--- src/rtl/ula_pkg.sv ---
// Shared definitions for the ULA sequencing controller: opcodes, FSM states
// and the default datapath width.
package ula_pkg;

    localparam int ULA_W = 8;

    localparam logic [4:0] OP_ADD = 5'h00;
    localparam logic [4:0] OP_SUB = 5'h01;
    localparam logic [4:0] OP_MUL = 5'h02;
    localparam logic [4:0] OP_AND = 5'h03;
    localparam logic [4:0] OP_OR  = 5'h04;
    localparam logic [4:0] OP_XOR = 5'h05;

    typedef enum logic [1:0] {
        IDLE,
        EXEC,
        MUL,
        DONE
    } state_t;

endpackage

--- src/rtl/ula_mul_seq.sv ---
// Shift-add unsigned multiplier. The first partial product is folded in on
// the start edge and one more on each following edge, so the 2W-bit product
// is complete W-1 edges after start and can be captured on edge W.
module ula_mul_seq
    import ula_pkg::*;
#(
    parameter int W = ULA_W
) (
    input  logic           clk,
    input  logic           rst,
    input  logic           start,
    input  logic [W-1:0]   a,
    input  logic [W-1:0]   b,
    output logic           done,
    output logic [2*W-1:0] prod
);

    localparam int              CW       = $clog2(W + 1);
    localparam logic [CW-1:0]   CNT_FULL = CW'(W);

    logic [2*W-1:0] accQ;
    logic [2*W-1:0] mcandQ;
    logic [W-1:0]   mplierQ;
    logic [CW-1:0]  cntQ;

    // Accumulate one partial product per cycle; cntQ counts partials already added.
    always_ff @(posedge clk or posedge rst) begin
        if (rst) begin
            accQ    <= '0;
            mcandQ  <= '0;
            mplierQ <= '0;
            cntQ    <= '0;
        end else if (start) begin
            accQ    <= b[0] ? {{W{1'b0}}, a} : '0;
            mcandQ  <= {{W{1'b0}}, a} << 1;
            mplierQ <= b >> 1;
            cntQ    <= CW'(1);
        end else if ((cntQ != '0) && (cntQ != CNT_FULL)) begin
            accQ    <= accQ + (mplierQ[0] ? mcandQ : '0);
            mcandQ  <= mcandQ << 1;
            mplierQ <= mplierQ >> 1;
            cntQ    <= cntQ + CW'(1);
        end
    end

    assign done = (cntQ == CNT_FULL);
    assign prod = accQ;

endmodule

--- src/rtl/ula_seq_ctrl.sv ---
// Sequencing controller around the ULA core: valid/ready request intake,
// single-cycle logic/arithmetic ops, W-cycle shift-add MUL, and a registered
// result with Z/N/C/V flags held until the consumer takes it.
module ula_seq_ctrl
    import ula_pkg::*;
#(
    parameter int W = ULA_W
) (
    input  logic         clk,
    input  logic         rst,
    input  logic         in_valid,
    output logic         in_ready,
    input  logic [W-1:0] in_a,
    input  logic [W-1:0] in_b,
    input  logic [4:0]   in_op,
    output logic         out_valid,
    input  logic         out_ready,
    output logic [W-1:0] out_r,
    output logic [W-1:0] out_hi,
    output logic         out_z,
    output logic         out_n,
    output logic         out_c,
    output logic         out_v,
    output logic         out_err,
    output logic         busy
);

    localparam int            IW        = (W > 1) ? $clog2(W) : 1;
    localparam logic [IW-1:0] ITER_LAST = IW'(W - 1);

    state_t         stateQ;
    logic [W-1:0]   aQ, bQ;
    logic [4:0]     opQ;
    logic [IW-1:0]  iterQ;
    logic [W-1:0]   rQ, hiQ;
    logic           zQ, nQ, cQ, vQ, errQ, validQ;

    logic [W-1:0]   bEff;
    logic [W:0]     sum;
    logic [W-1:0]   rD, hiD;
    logic           zD, nD, cD, vD, errD;
    logic           mulStart, mulDone;
    logic [2*W-1:0] prod;

    // The multiplier sees the raw request operands on the accept edge.
    assign mulStart = (stateQ == IDLE) && in_valid && (in_op == OP_MUL);

    ula_mul_seq #(.W(W)) uMul (
        .clk   (clk),
        .rst   (rst),
        .start (mulStart),
        .a     (in_a),
        .b     (in_b),
        .done  (mulDone),
        .prod  (prod)
    );

    // Result and flag selection from the latched operands; illegal opcodes fall to the error case.
    always_comb begin
        bEff = (opQ == OP_SUB) ? ~bQ : bQ;
        sum  = {1'b0, aQ} + {1'b0, bEff} + {{W{1'b0}}, (opQ == OP_SUB)};
        rD   = '0;
        hiD  = '0;
        cD   = 1'b0;
        vD   = 1'b0;
        errD = 1'b0;
        case (opQ)
            OP_ADD, OP_SUB: begin
                rD = sum[W-1:0];
                cD = sum[W];
                vD = ~(aQ[W-1] ^ bEff[W-1]) & (aQ[W-1] ^ sum[W-1]);
            end
            OP_MUL: begin
                rD  = prod[W-1:0];
                hiD = prod[2*W-1:W];
                cD  = |prod[2*W-1:W];
                vD  = |prod[2*W-1:W];
            end
            OP_AND:  rD = aQ & bQ;
            OP_OR:   rD = aQ | bQ;
            OP_XOR:  rD = aQ ^ bQ;
            default: errD = 1'b1;
        endcase
        zD = ~errD & (rD == '0);
        nD = ~errD & rD[W-1];
    end

    // Control FSM with registered results, loaded only on the transition into DONE.
    always_ff @(posedge clk or posedge rst) begin
        if (rst) begin
            stateQ <= IDLE;
            aQ     <= '0;
            bQ     <= '0;
            opQ    <= '0;
            iterQ  <= '0;
            rQ     <= '0;
            hiQ    <= '0;
            zQ     <= 1'b0;
            nQ     <= 1'b0;
            cQ     <= 1'b0;
            vQ     <= 1'b0;
            errQ   <= 1'b0;
            validQ <= 1'b0;
        end else begin
            case (stateQ)
                IDLE: begin
                    if (in_valid) begin
                        aQ     <= in_a;
                        bQ     <= in_b;
                        opQ    <= in_op;
                        iterQ  <= '0;
                        stateQ <= (in_op == OP_MUL) ? MUL : EXEC;
                    end
                end
                EXEC: begin
                    rQ     <= rD;
                    hiQ    <= hiD;
                    zQ     <= zD;
                    nQ     <= nD;
                    cQ     <= cD;
                    vQ     <= vD;
                    errQ   <= errD;
                    validQ <= 1'b1;
                    stateQ <= DONE;
                end
                MUL: begin
                    if ((iterQ == ITER_LAST) && mulDone) begin
                        iterQ  <= '0;
                        rQ     <= rD;
                        hiQ    <= hiD;
                        zQ     <= zD;
                        nQ     <= nD;
                        cQ     <= cD;
                        vQ     <= vD;
                        errQ   <= errD;
                        validQ <= 1'b1;
                        stateQ <= DONE;
                    end else begin
                        iterQ <= iterQ + IW'(1);
                    end
                end
                DONE: begin
                    if (out_ready) begin
                        validQ <= 1'b0;
                        stateQ <= IDLE;
                    end
                end
                default: stateQ <= IDLE;
            endcase
        end
    end

    assign in_ready  = (stateQ == IDLE);
    assign busy      = (stateQ != IDLE);
    assign out_valid = validQ;
    assign out_r     = rQ;
    assign out_hi    = hiQ;
    assign out_z     = zQ;
    assign out_n     = nQ;
    assign out_c     = cQ;
    assign out_v     = vQ;
    assign out_err   = errQ;

endmodule
--- config.mk ---
export PLATFORM = sky130hd
export DESIGN_NAME = ula_seq_ctrl
export DESIGN_NICKNAME = d
export VERILOG_FILES = /design/src/rtl/ula_pkg.sv /design/src/rtl/ula_mul_seq.sv /design/src/rtl/ula_seq_ctrl.sv
export SDC_FILE = /design/constraint.sdc
export NUM_CORES = 1
export LEC_CHECK = 0
export CORE_MARGIN = 3
export CORE_UTILIZATION = 45
export DETAILED_ROUTE_END_ITERATION = 8
export HOLD_SLACK_MARGIN = 0.06
export PLACE_DENSITY = 0.67
export SLEW_MARGIN = 30
export SYNTH_ARGS = -nofsm -noshare
export SYNTH_HDL_FRONTEND = slang
export SYNTH_SLANG_ARGS = --single-unit
--- constraint.sdc ---
create_clock -name clk -period 3 [get_ports clk]
set_input_delay 0.45 -clock clk [delete_from_list [all_inputs] [get_ports clk]]
set_output_delay 0.45 -clock clk [all_outputs]
set_load 0.02 [all_outputs]
## Word-level counts from Yosys, hierarchy flattened

Cells that the tools add are included.

| operators by class | value |
|---|---|
| $add $sub $neg | 5 |
| eq/ne operators | 15 |
| multiplexer cells | 41 |
| bitwise gates (word level) | 10 |
| reductions and logical operators | 21 |

Operators by type and width:

| operator | number |
|---|---|
| 16-bit 2-to-1 mux | 5 |
| 8-bit 2-to-1 mux | 7 |
| 8-bit case mux with 5 select lines | 1 |
| 8-bit case mux with 2 select lines | 2 |
| 16-bit adder | 1 |
| 5-bit by 2-bit equality test with 1-bit output (second input constant) | 3 |
| 1-bit case mux with 2 select lines | 7 |
| 5-bit by 3-bit equality test with 1-bit output (second input constant) | 2 |
| 8-bit by 8-bit adder with 9-bit output | 1 |
| 9-bit by 1-bit adder with 9-bit output | 1 |
| 8-bit AND | 1 |
| 8-bit logical NOT | 1 |
| 1-bit 2-to-1 mux | 8 |
| 2-bit 2-to-1 mux | 4 |
| 4-bit 2-to-1 mux | 2 |
| 8-bit inverter | 1 |
| 8-bit OR | 1 |
| 2-bit case mux with 4 select lines | 1 |
| 2-bit nonzero test | 4 |
| 8-bit OR reduction | 1 |
| 8-bit bitwise XOR | 1 |
| 3-bit 2-to-1 mux | 2 |
| 2-bit inequality test (second input constant) | 3 |
| 3-bit case mux with 2 select lines | 1 |
| other kinds (21) | 31 |

| storage, ports and cells | value |
|---|---|
| flip-flop bits (word level) | 92 |
| input port bits | 25 |
| output and inout port bits | 24 |
| logic and storage cells | 109 |

## Depth between registers and ports, before layout

Gate-level depths: netlist of the first run.

| depth | value |
|---|---|
| depth after elaboration | 9 |
| depth in mapped cells | 14 |

## By module

Synthesis of the first run repeated with hierarchy kept, for this count alone.

| second synthesis, totals | value |
|---|---|
| cell total of the unflattened synthesis | 601 |
| area total of the unflattened synthesis | 5700.5 um2 |

By module, submodules not included:

| module | times used | cells an instance | area each (um2) | sequential area each (um2) |
|---|---|---|---|---|
| ula_seq_ctrl | 1 | 303 | 3079.2 | 1201.2 |
| ula_mul_seq | 1 | 298 | 2621.3 | 1051.0 |

## Least setup slack after synthesis of the first run

Ideal clock, no wire load.

| timing | value |
|---|---|
| path type | flip-flop to flip-flop |
| start | reg opQ[0] |
| end | reg nQ, in the netlist out_n |
| setup time | 0.118 ns |
| arrival time | 3.192 ns |
| required time | 2.882 ns |
| setup slack | -0.310 ns |
| stages on the path, launching flop included | 14 |
| path buffers | 2 |
| period minus slack after synthesis | 3.310 ns |
| cells stage by stage | dfrtp_1 -> buf_4 -> or3b_4 -> or3_1 -> clkbuf_1 -> xnor2_1 -> ha_1 -> or4b_1 -> o21ai_2 -> a41o_2 -> a31oi_1 -> and4b_1 -> nor2_1 -> a21o_1 |

| between the ends | value |
|---|---|
| word-level cells in the longest chain between the ends | 8 |
| elaborated cells on any way between the ends | 15 |
| those cells by class | add/sub: 2; eq/ne: 5; mux: 4; bitwise: 1; reduce/logical: 3 |

RTL lines:

| element | RTL line | source |
|---|---|---|
| start: declaration | ula_seq_ctrl.sv:33 | `logic [4:0] opQ;` |
| start signal: assignment | ula_seq_ctrl.sv:110 | `opQ <= in_op;` |
| 5-bit by 1-bit equality test with 1-bit output | ula_seq_ctrl.sv:60, ula_seq_ctrl.sv:61, ula_seq_ctrl.sv:67 |  |
| 8-bit 2-to-1 mux | ula_seq_ctrl.sv:60 | `bEff = (opQ == OP_SUB) ? ~bQ : bQ;` |
| 8-bit by 8-bit adder with 9-bit output | ula_seq_ctrl.sv:61 | `sum = {1'b0, aQ} + {1'b0, bEff} + {{W{1'b0}}, (opQ == OP_SUB)};` |
| 9-bit by 1-bit adder with 9-bit output | ula_seq_ctrl.sv:61 |  |
| 8-bit case mux with 5 select lines | ula_seq_ctrl.sv:67 | `case (opQ)` |
| 1-bit AND (*) | ula_seq_ctrl.sv:85 | `nD = ~errD & rD[W-1];` |
| 1-bit 2-to-1 mux | ula_seq_ctrl.sv:127 | `if ((iterQ == ITER_LAST) && mulDone) begin` |
| 1-bit case mux with 2 select lines (*) | ula_seq_ctrl.sv:105 | `case (stateQ)` |
| end signal: assignment | ula_seq_ctrl.sv:119 | `nQ <= nD;` |
| end signal: assignment | ula_seq_ctrl.sv:132 | `nQ <= nD;` |
| end: declaration | ula_seq_ctrl.sv:36 | `logic zQ, nQ, cQ, vQ, errQ, validQ;` |

Mark *: on every way between the ends. The rest lies on a longest branch, timed or not. The select of a mux whose other input is x is not followed.
A chain may end at the register's enable or synchronous reset.

## Worst setup path after layout of the first run

| timing | value |
|---|---|
| start | reg opQ[4] |
| end | reg nQ, in the netlist out_n |

Same word-level chain as after synthesis.

==> results.sh, run 1 <==
export IMPL_antenna_found_initial=0
export IMPL_hpwl_um=9810
export IMPL_layout_drive_gt1_share_pct=13.8
export IMPL_netSwitchingPower_uw=2850
export IMPL_grt_overflow_total=0
export IMPL_fillers=1106
export IMPL_wl_met2_um=6090
export IMPL_hold_viol_final=0
export IMPL_design_area_mm2=0.00679
export IMPL_hold_start="out_r[7]"
export IMPL_boundaryPins=49
export IMPL_path_buf_inv=0
export IMPL_die_area_mm2=0.0138
export IMPL_area_delta_synth_final_pct=21.3
export IMPL_synth_cell_type_count=60
export IMPL_r2r_cells=11
export IMPL_final_common_cell="nand2_1"
export IMPL_drv_cap=0
export IMPL_clkPwrFrac_pct=16.1
export IMPL_synth_main_ff_cell="dfrtp_1"
export IMPL_timing_rr_end="out_n"
export IMPL_clk_pin_slew_ns=0.06
export IMPL_ys_warn_count=0
export IMPL_worst_slack_ns=-0.0924
export IMPL_cts_buffers_inserted=9
export IMPL_portBuffers=48
export IMPL_final_period_utilization_pct=103
export IMPL_crit_family="simple AND/OR/NAND/NOR gates"
export IMPL_rsz0062_at_grt="true"
export IMPL_final_cell_mix="101 x nand2_1, 90 x dfrtp_1, 48 x clkdlybuf4s50_1, 46 x ha_1, 40 x nor2_1"
export IMPL_rows=40
export IMPL_start_util_pct=46.4
export IMPL_worst_r2r_setup_slack_ns=-0.09
export IMPL_synth_nets=695
export IMPL_die_x_um=118
export IMPL_grt_usage_pct=19.9
export IMPL_fin_hold_ws_ns=0.472
export IMPL_wl_met1_um=6210
export IMPL_finalClockSkew_ns=0.00409
export IMPL_num_vias=4674
export IMPL_hold_path_class="register to register"
export IMPL_worstPathRequired_ns=3.24
export IMPL_async_flop_share_pct=100
export IMPL_gp_congestion=0.861
export IMPL_avgRoutedWirePerCell_um=15.5
export IMPL_cts_path_max_buffers=2
export IMPL_cp_max_fo=3
export IMPL_drt_total_wl_um=13300
export IMPL_drtIter0Drc=295
export IMPL_wl_met3_um=714
export IMPL_netlist_area_leader_share_pct=40.3
export IMPL_htreeDepth=3
export IMPL_p_leak_uw=0.00307
export IMPL_post_dp_cell_area_mm2=0.00642
export IMPL_cts_tree="yes"
export IMPL_cp_slowest_stage_delay_ns=0.47
export IMPL_grt_pass1_vias=4656
export IMPL_arrival_ns=3.33
export IMPL_max_clock_freq_mhz=323
export IMPL_synth_top_cell_by_area="dfrtp_1"
export IMPL_ys_seq_area_share_pct=40.3
export IMPL_cts_root_buf="clkbuf_16"
export IMPL_avgSynthCellArea_um2=9.00
export IMPL_p_seq_share_pct=30.3
export IMPL_yosys_register_bits=90
export IMPL_tns_ns=-0.324
export IMPL_grt_pass1_wl_um=22700
export IMPL_p_sw_share_pct=42.0
export IMPL_synth_edf_count=0
export IMPL_synthesis_instances=622
export IMPL_power_internal_uw=3950
export IMPL_slew_headroom_pct=41.8
export IMPL_worstSetupPathType="register to register"
export IMPL_die_h_um=118
export IMPL_regToRegStartpoint="opQ[4]"
export IMPL_violations="negative setup slack"
export IMPL_finalSetupViolations=5
export IMPL_dr_pass1_iters=5
export IMPL_cp_start_kind="register"
export IMPL_core_region_area_mm2=0.0121
export IMPL_worst_slew_pin_slew_ns=0.874
export IMPL_nNetsFinal=755
export IMPL_grt_max_degree=91
export IMPL_synth_area_mm2=0.00560
export IMPL_outcome="complete, but fails checks"
export IMPL_crit_chain="or3b_4 > or3_4 > xnor2_2 > ha_1 > or4b_4 > o21ai_4 > a41o_2 > a31oi_1 > and4b_1 > nor2_2 > a21o_1"
export IMPL_finalMaxSlewViolations=0
export IMPL_synthTopCellsByArea="dfrtp_1 40%, ha_1 10%, nand2_1 6.8%, mux2_2 4.6%, a21oi_1 3.7%"
export IMPL_combPwrFrac_pct=53.6
export IMPL_antenna_left=0
export IMPL_worstHoldPathCells=1
export IMPL_drc_errors=0
export IMPL_final_core_util_pct=56.3
export IMPL_vias_per_cell=5.47
export IMPL_n_antenna_cell=0
export IMPL_peakVddDrop_v=0.000485
export IMPL_cts_sinks=90
export IMPL_cp_end_kind="register"
export IMPL_highest_layer="met4"
export IMPL_powerDensity_mw_per_mm2=1000
export IMPL_layout_min_cycle_time_ns=3.09
export IMPL_critPathSlowestCell="or4b_4"
export IMPL_holdPathEnd="out_r[7]"
export IMPL_clk_latency_ns=0.34
export IMPL_post_place_ws_ns=-0.135
## power groups by stage
stage | registers, uW | logic (uW) | clock network, uW
after CTS | 2060 | 3450 | 1120
after floorplan | 2010 | 2430 | 0
after detailed placement | 2080 | 3410 | 0
final | 2060 | 3640 | 1100
after global placement | 2050 | 3300 | 0
after global routing | 2130 | 4080 | 1180
## worst max path at each step
stage,slack (ns),to,from,depth (start not counted)
after floorplan,-0.19,out_n,opQ[0],13
after global placement,-0.09,out_r[7],opQ[4],11
after detailed placement,-0.13,out_n,opQ[4],11
after CTS,-0.09,out_n,opQ[4],11
after global routing,-0.21,out_n,opQ[4],11
final,-0.09,out_n,opQ[4],11
## synth_stat cells (4+ instances only)
cell type,count
a211o_1,5
a21o_1,7
a21oi_1,41
a31oi_1,24
a32oi_1,4
and2_1,14
buf_2,7
clkbuf_1,22
dfrtp_1,90
ha_1,46
inv_1,32
mux2_2,23
mux2i_1,6
nand2_1,101
nand2b_1,10
nand3_1,14
nor2_1,41
nor2b_1,6
nor3_1,9
nor4_1,4
nor4b_1,4
o211ai_1,5
o21a_1,4
o21ai_0,28
o21ai_1,6
xnor2_1,14
xor2_1,4
## registers in the layout (all words and copies together), names as in the netlist, 2 cells and up
name,flops
uMul.mplierQ,7
uMul.cntQ,4
bQ,8
out_hi,8
out_r,8
opQ,5
stateQ,2
aQ,8
uMul.prod,16
iterQ,3
uMul.mcandQ,15
## stage by stage
| step | cells | total power (uW) |
|---|---|---|
| final | 855 | 6800 |
| after global routing | 855 | 7390 |
| after CTS | 853 | 6630 |
| after detailed placement | 836 | 5490 |
| after global placement | 836 | 5350 |
| after floorplan | 622 | 4440 |
## area by class of cell
type | count | area (um2) | share of cell area, %
multi-input combinational | 467 | 3160 | 46.6
clock inverter | 3 | 22.5 | 0.332
inverter | 32 | 121 | 1.79
tap | 168 | 210 | 3.10
timing repair buffer | 82 | 748 | 11.0
clock buffer | 13 | 270 | 3.98
sequential | 90 | 2250 | 33.2
## what timing repair did
action                     4_1_cts  5_1_grt
hold buffers                     0        0
gates cloned                     0        0
gates resized for setup          1       10
hold endpoints to repair         0        0
setup endpoints to repair        5        9
setup buffers                    1        2
pin swaps                        2        4
## logic make-up (layout without fill, tap and decap cells)
family,Yosys count,count (layout),share of synthesized area (%)
adder cells (fa/ha/maj),48,48,11.0
XOR/XNOR,18,18,2.82
buffers and inverters,65,130,4.58
AND/OR/NAND/NOR,224,224,18.9
AO/OA/AOI/OAI,148,148,16.7
multiplexers,29,29,5.70
flip-flops,90,90,40.3
## metal layers
layer	track usage, %	up-vias
met4	6.89	0
met3	4.23	20
met2	31.3	110
li1	-	2299
met1	27.4	2245
met5	0	-
(Power assumes the default switching activity.)
==> run 2, diff against run 1 <==
SYNTH_HIERARCHICAL = 1   (was unset)
==> run 2 against run 1 <==
The run now ends clean. Area after synthesis increased by 1.9%. Combinational power decreased by 2%. Count of clock-buffer cells in the layout decreased by 1. Sequential share of layout area decreased by 0.25 points. Register-to-register slack improved by 0.22 ns. Worst setup slack improved by 0.22 ns. Highest routed layer unchanged.
==> results.sh, run 2 <==
export IMPL_drv_cap=0
export IMPL_cts_hold_buf=0
export IMPL_num_vias=4584
export IMPL_antenna_found_initial=0
export IMPL_design_area_mm2=0.00684
export IMPL_grt_pass1_wl_um=22800
export IMPL_synth_nets=673
export IMPL_worstPathRequired_ns=3.24
export IMPL_boundaryPins=49
export IMPL_async_flop_share_pct=100
export IMPL_hold_viol_final=0
export IMPL_drt_total_wl_um=13700
export IMPL_drtIter0Drc=293
export IMPL_cts_root_buf="clkbuf_16"
export IMPL_synth_cell_type_count=69
export IMPL_start_util_pct=46.7
export IMPL_hold_path_class="input pin to async pin"
export IMPL_antenna_left=0
export IMPL_die_x_um=119
export IMPL_dp_cells=815
export IMPL_synthTopCellsByArea="dfrtp_1 40%, ha_1 9.9%, mux2_2 4.7%, o21ai_0 4.4%, nand2_1 4.3%"
export IMPL_postCtsSetupBuffers=0
export IMPL_arrival_ns=3.11
export IMPL_outcome="finished clean"
export IMPL_p_leak_uw=0.00314
export IMPL_grt_usage_pct=20.3
export IMPL_r2r_cells=10
export IMPL_final_cell_mix="90 x dfrtp_1, 65 x nand2_1, 50 x o21ai_0, 48 x clkdlybuf4s50_1, 45 x ha_1"
export IMPL_post_dp_cell_area_mm2=0.00647
export IMPL_gp_congestion=0.915
export IMPL_grt_max_degree=43
export IMPL_slew_headroom_pct=54.9
export IMPL_stdcell_count=831
export IMPL_cts_sinks=90
export IMPL_cp_max_fo=5
export IMPL_hpwl_um=10500
export IMPL_max_clock_freq_mhz=348
export IMPL_worst_slew_pin_slew_ns=0.673
export IMPL_nNetsFinal=730
export IMPL_largest_register_ffs=16
export IMPL_core_region_area_mm2=0.0122
export IMPL_rows=40
export IMPL_worst_r2r_setup_slack_ns=0.12
export IMPL_ys_seq_area_share_pct=39.5
export IMPL_final_core_util_pct=56.0
export IMPL_netlist_area_leader_share_pct=39.5
export IMPL_timing_rr_end="out_z"
export IMPL_tns_ns=0
export IMPL_cts_path_max_buffers=2
export IMPL_ys_warn_count=6
export IMPL_portBuffers=48
export IMPL_synth_main_ff_cell="dfrtp_1"
export IMPL_vias_per_cell=5.52
export IMPL_finalSetupViolations=0
export IMPL_finalClockSkew_ns=0.00601
export IMPL_grt_pass1_vias=4445
export IMPL_area_delta_synth_final_pct=20.0
export IMPL_layout_drive_gt1_share_pct=13.1
export IMPL_fillers=1134
export IMPL_die_area_mm2=0.0141
export IMPL_grt_overflow_total=0
export IMPL_worstSetupPathType="register to register"
export IMPL_synth_top_cell_by_area="dfrtp_1"
export IMPL_drc_errors=0
export IMPL_peakVddDrop_v=0.000605
export IMPL_cts_buffers_inserted=9
export IMPL_synth_area_mm2=0.00570
export IMPL_powerDensity_mw_per_mm2=1010
export IMPL_synthTopCellsByCount="90 x dfrtp_1, 66 x nand2_1, 50 x o21ai_0"
export IMPL_avgSynthCellArea_um2=9.48
export IMPL_finalMaxSlewViolations=0
export IMPL_htreeDepth=3
export IMPL_synth_edf_count=0
export IMPL_cp_start_kind="register"
export IMPL_yosys_register_bits=90
export IMPL_yosysMostFrequentCell="dfrtp_1"
export IMPL_cts_tree="yes"
export IMPL_clk_pin_slew_ns=0.06
export IMPL_cp_end_kind="register"
export IMPL_rsz0062_at_grt="false"
export IMPL_layout_min_cycle_time_ns=2.88
export IMPL_clk_latency_ns=0.35
export IMPL_die_h_um=119
export IMPL_final_period_utilization_pct=95.9
export IMPL_post_cts_resized=0
export IMPL_final_common_cell="dfrtp_1"
export IMPL_avgRoutedWirePerCell_um=16.4
export IMPL_dr_pass1_iters=5
export IMPL_n_antenna_cell=0
export IMPL_regToRegStartpoint="opQ[3]"
export IMPL_synthesis_instances=601
-- run 2: cell count changes after synthesis, moves of 7 or more --
cell,delta
nand3_1,+8
a31oi_1,-21
a211oi_1,+7
a22o_1,+8
a21oi_1,-8
nand2_1,-35
o21ai_0,+22
mux2i_1,+12
nor2_1,-15
-- run 2: routing by layer --
| layer | up-vias | share of wire [%] | track usage, % |
|---|---|---|---|
| met5 | - | 0 | 0 |
| met4 | 0 | 2.5 | 8.18 |
| met3 | 21 | 5.1 | 3.44 |
| met2 | 106 | 44 | 30.3 |
| met1 | 2196 | 48 | 29.4 |
| li1 | 2261 | - | - |
-- run 2: cells by family after synthesis --
| kind of cell | after synthesis | synth area share (%) |
|---|---|---|
| buffers and inverters | 62 | 4.32 |
| AND/OR/NAND/NOR | 182 | 16.4 |
| multiplexers | 43 | 8.10 |
| AO/OA/AOI/OAI | 158 | 18.2 |
| adder cells (fa/ha/maj) | 47 | 10.6 |
| XOR/XNOR | 19 | 2.92 |
| flip-flops | 90 | 39.5 |
-- run 2: cell type report --
class / instances / area [um2] / area share, %
Multi-Input combinational cell: 449 / 3250 / 47.5
Clock inverter: 4 / 73.8 / 1.08
Clock buffer: 12 / 256 / 3.75
Sequential cell: 90 / 2250 / 32.9
Tap cell: 168 / 210 / 3.07
Timing Repair Buffer: 72 / 661 / 9.66
Inverter: 36 / 135 / 1.98
-- run 2: per-stage QoR --
step                      power [uW]  hold WS (ns)  setup slack [ns]
after detailed placement        5570         0.465            0.0726
after CTS                       6840         0.366            0.0469
after floorplan                 4510         0.481            0.0617
final                           6900         0.360             0.124
after global routing            7480         0.383           0.00537
after global placement          5460         0.462             0.128
-- run 2: worst max-delay path: stages (launching register included) --
cell,delay [ns]
dfrtp_1,0.39
nor3_2,0.23
nand2_2,0.16
xnor2_1,0.16
ha_1,0.38
and4b_1,0.27
a211oi_4,0.28
o21ai_0,0.16
xor2_1,0.16
a21o_1,0.22
o41ai_2,0.36
-- run 2: how the worst max path moves through the flow --
| stage | start | depth (start not counted) | to | slack (ns) |
|---|---|---|---|---|
| floorplan | opQ[0] | 11 | out_z | 0.06 |
| global route | opQ[3] | 10 | out_z | 0.005 |
| global placement | opQ[3] | 10 | out_z | 0.13 |
| finish | opQ[3] | 10 | out_z | 0.12 |
| CTS | opQ[3] | 10 | out_z | 0.05 |
| detailed placement | opQ[3] | 10 | out_z | 0.07 |
-- run 2: power by group --
part	total [uW]	leakage [uW]	switching (uW)	internal [uW]
sequential	2080	0.00115	446	1630
clock	1240	0.000163	466	775
combinational	3580	0.00183	1990	1590
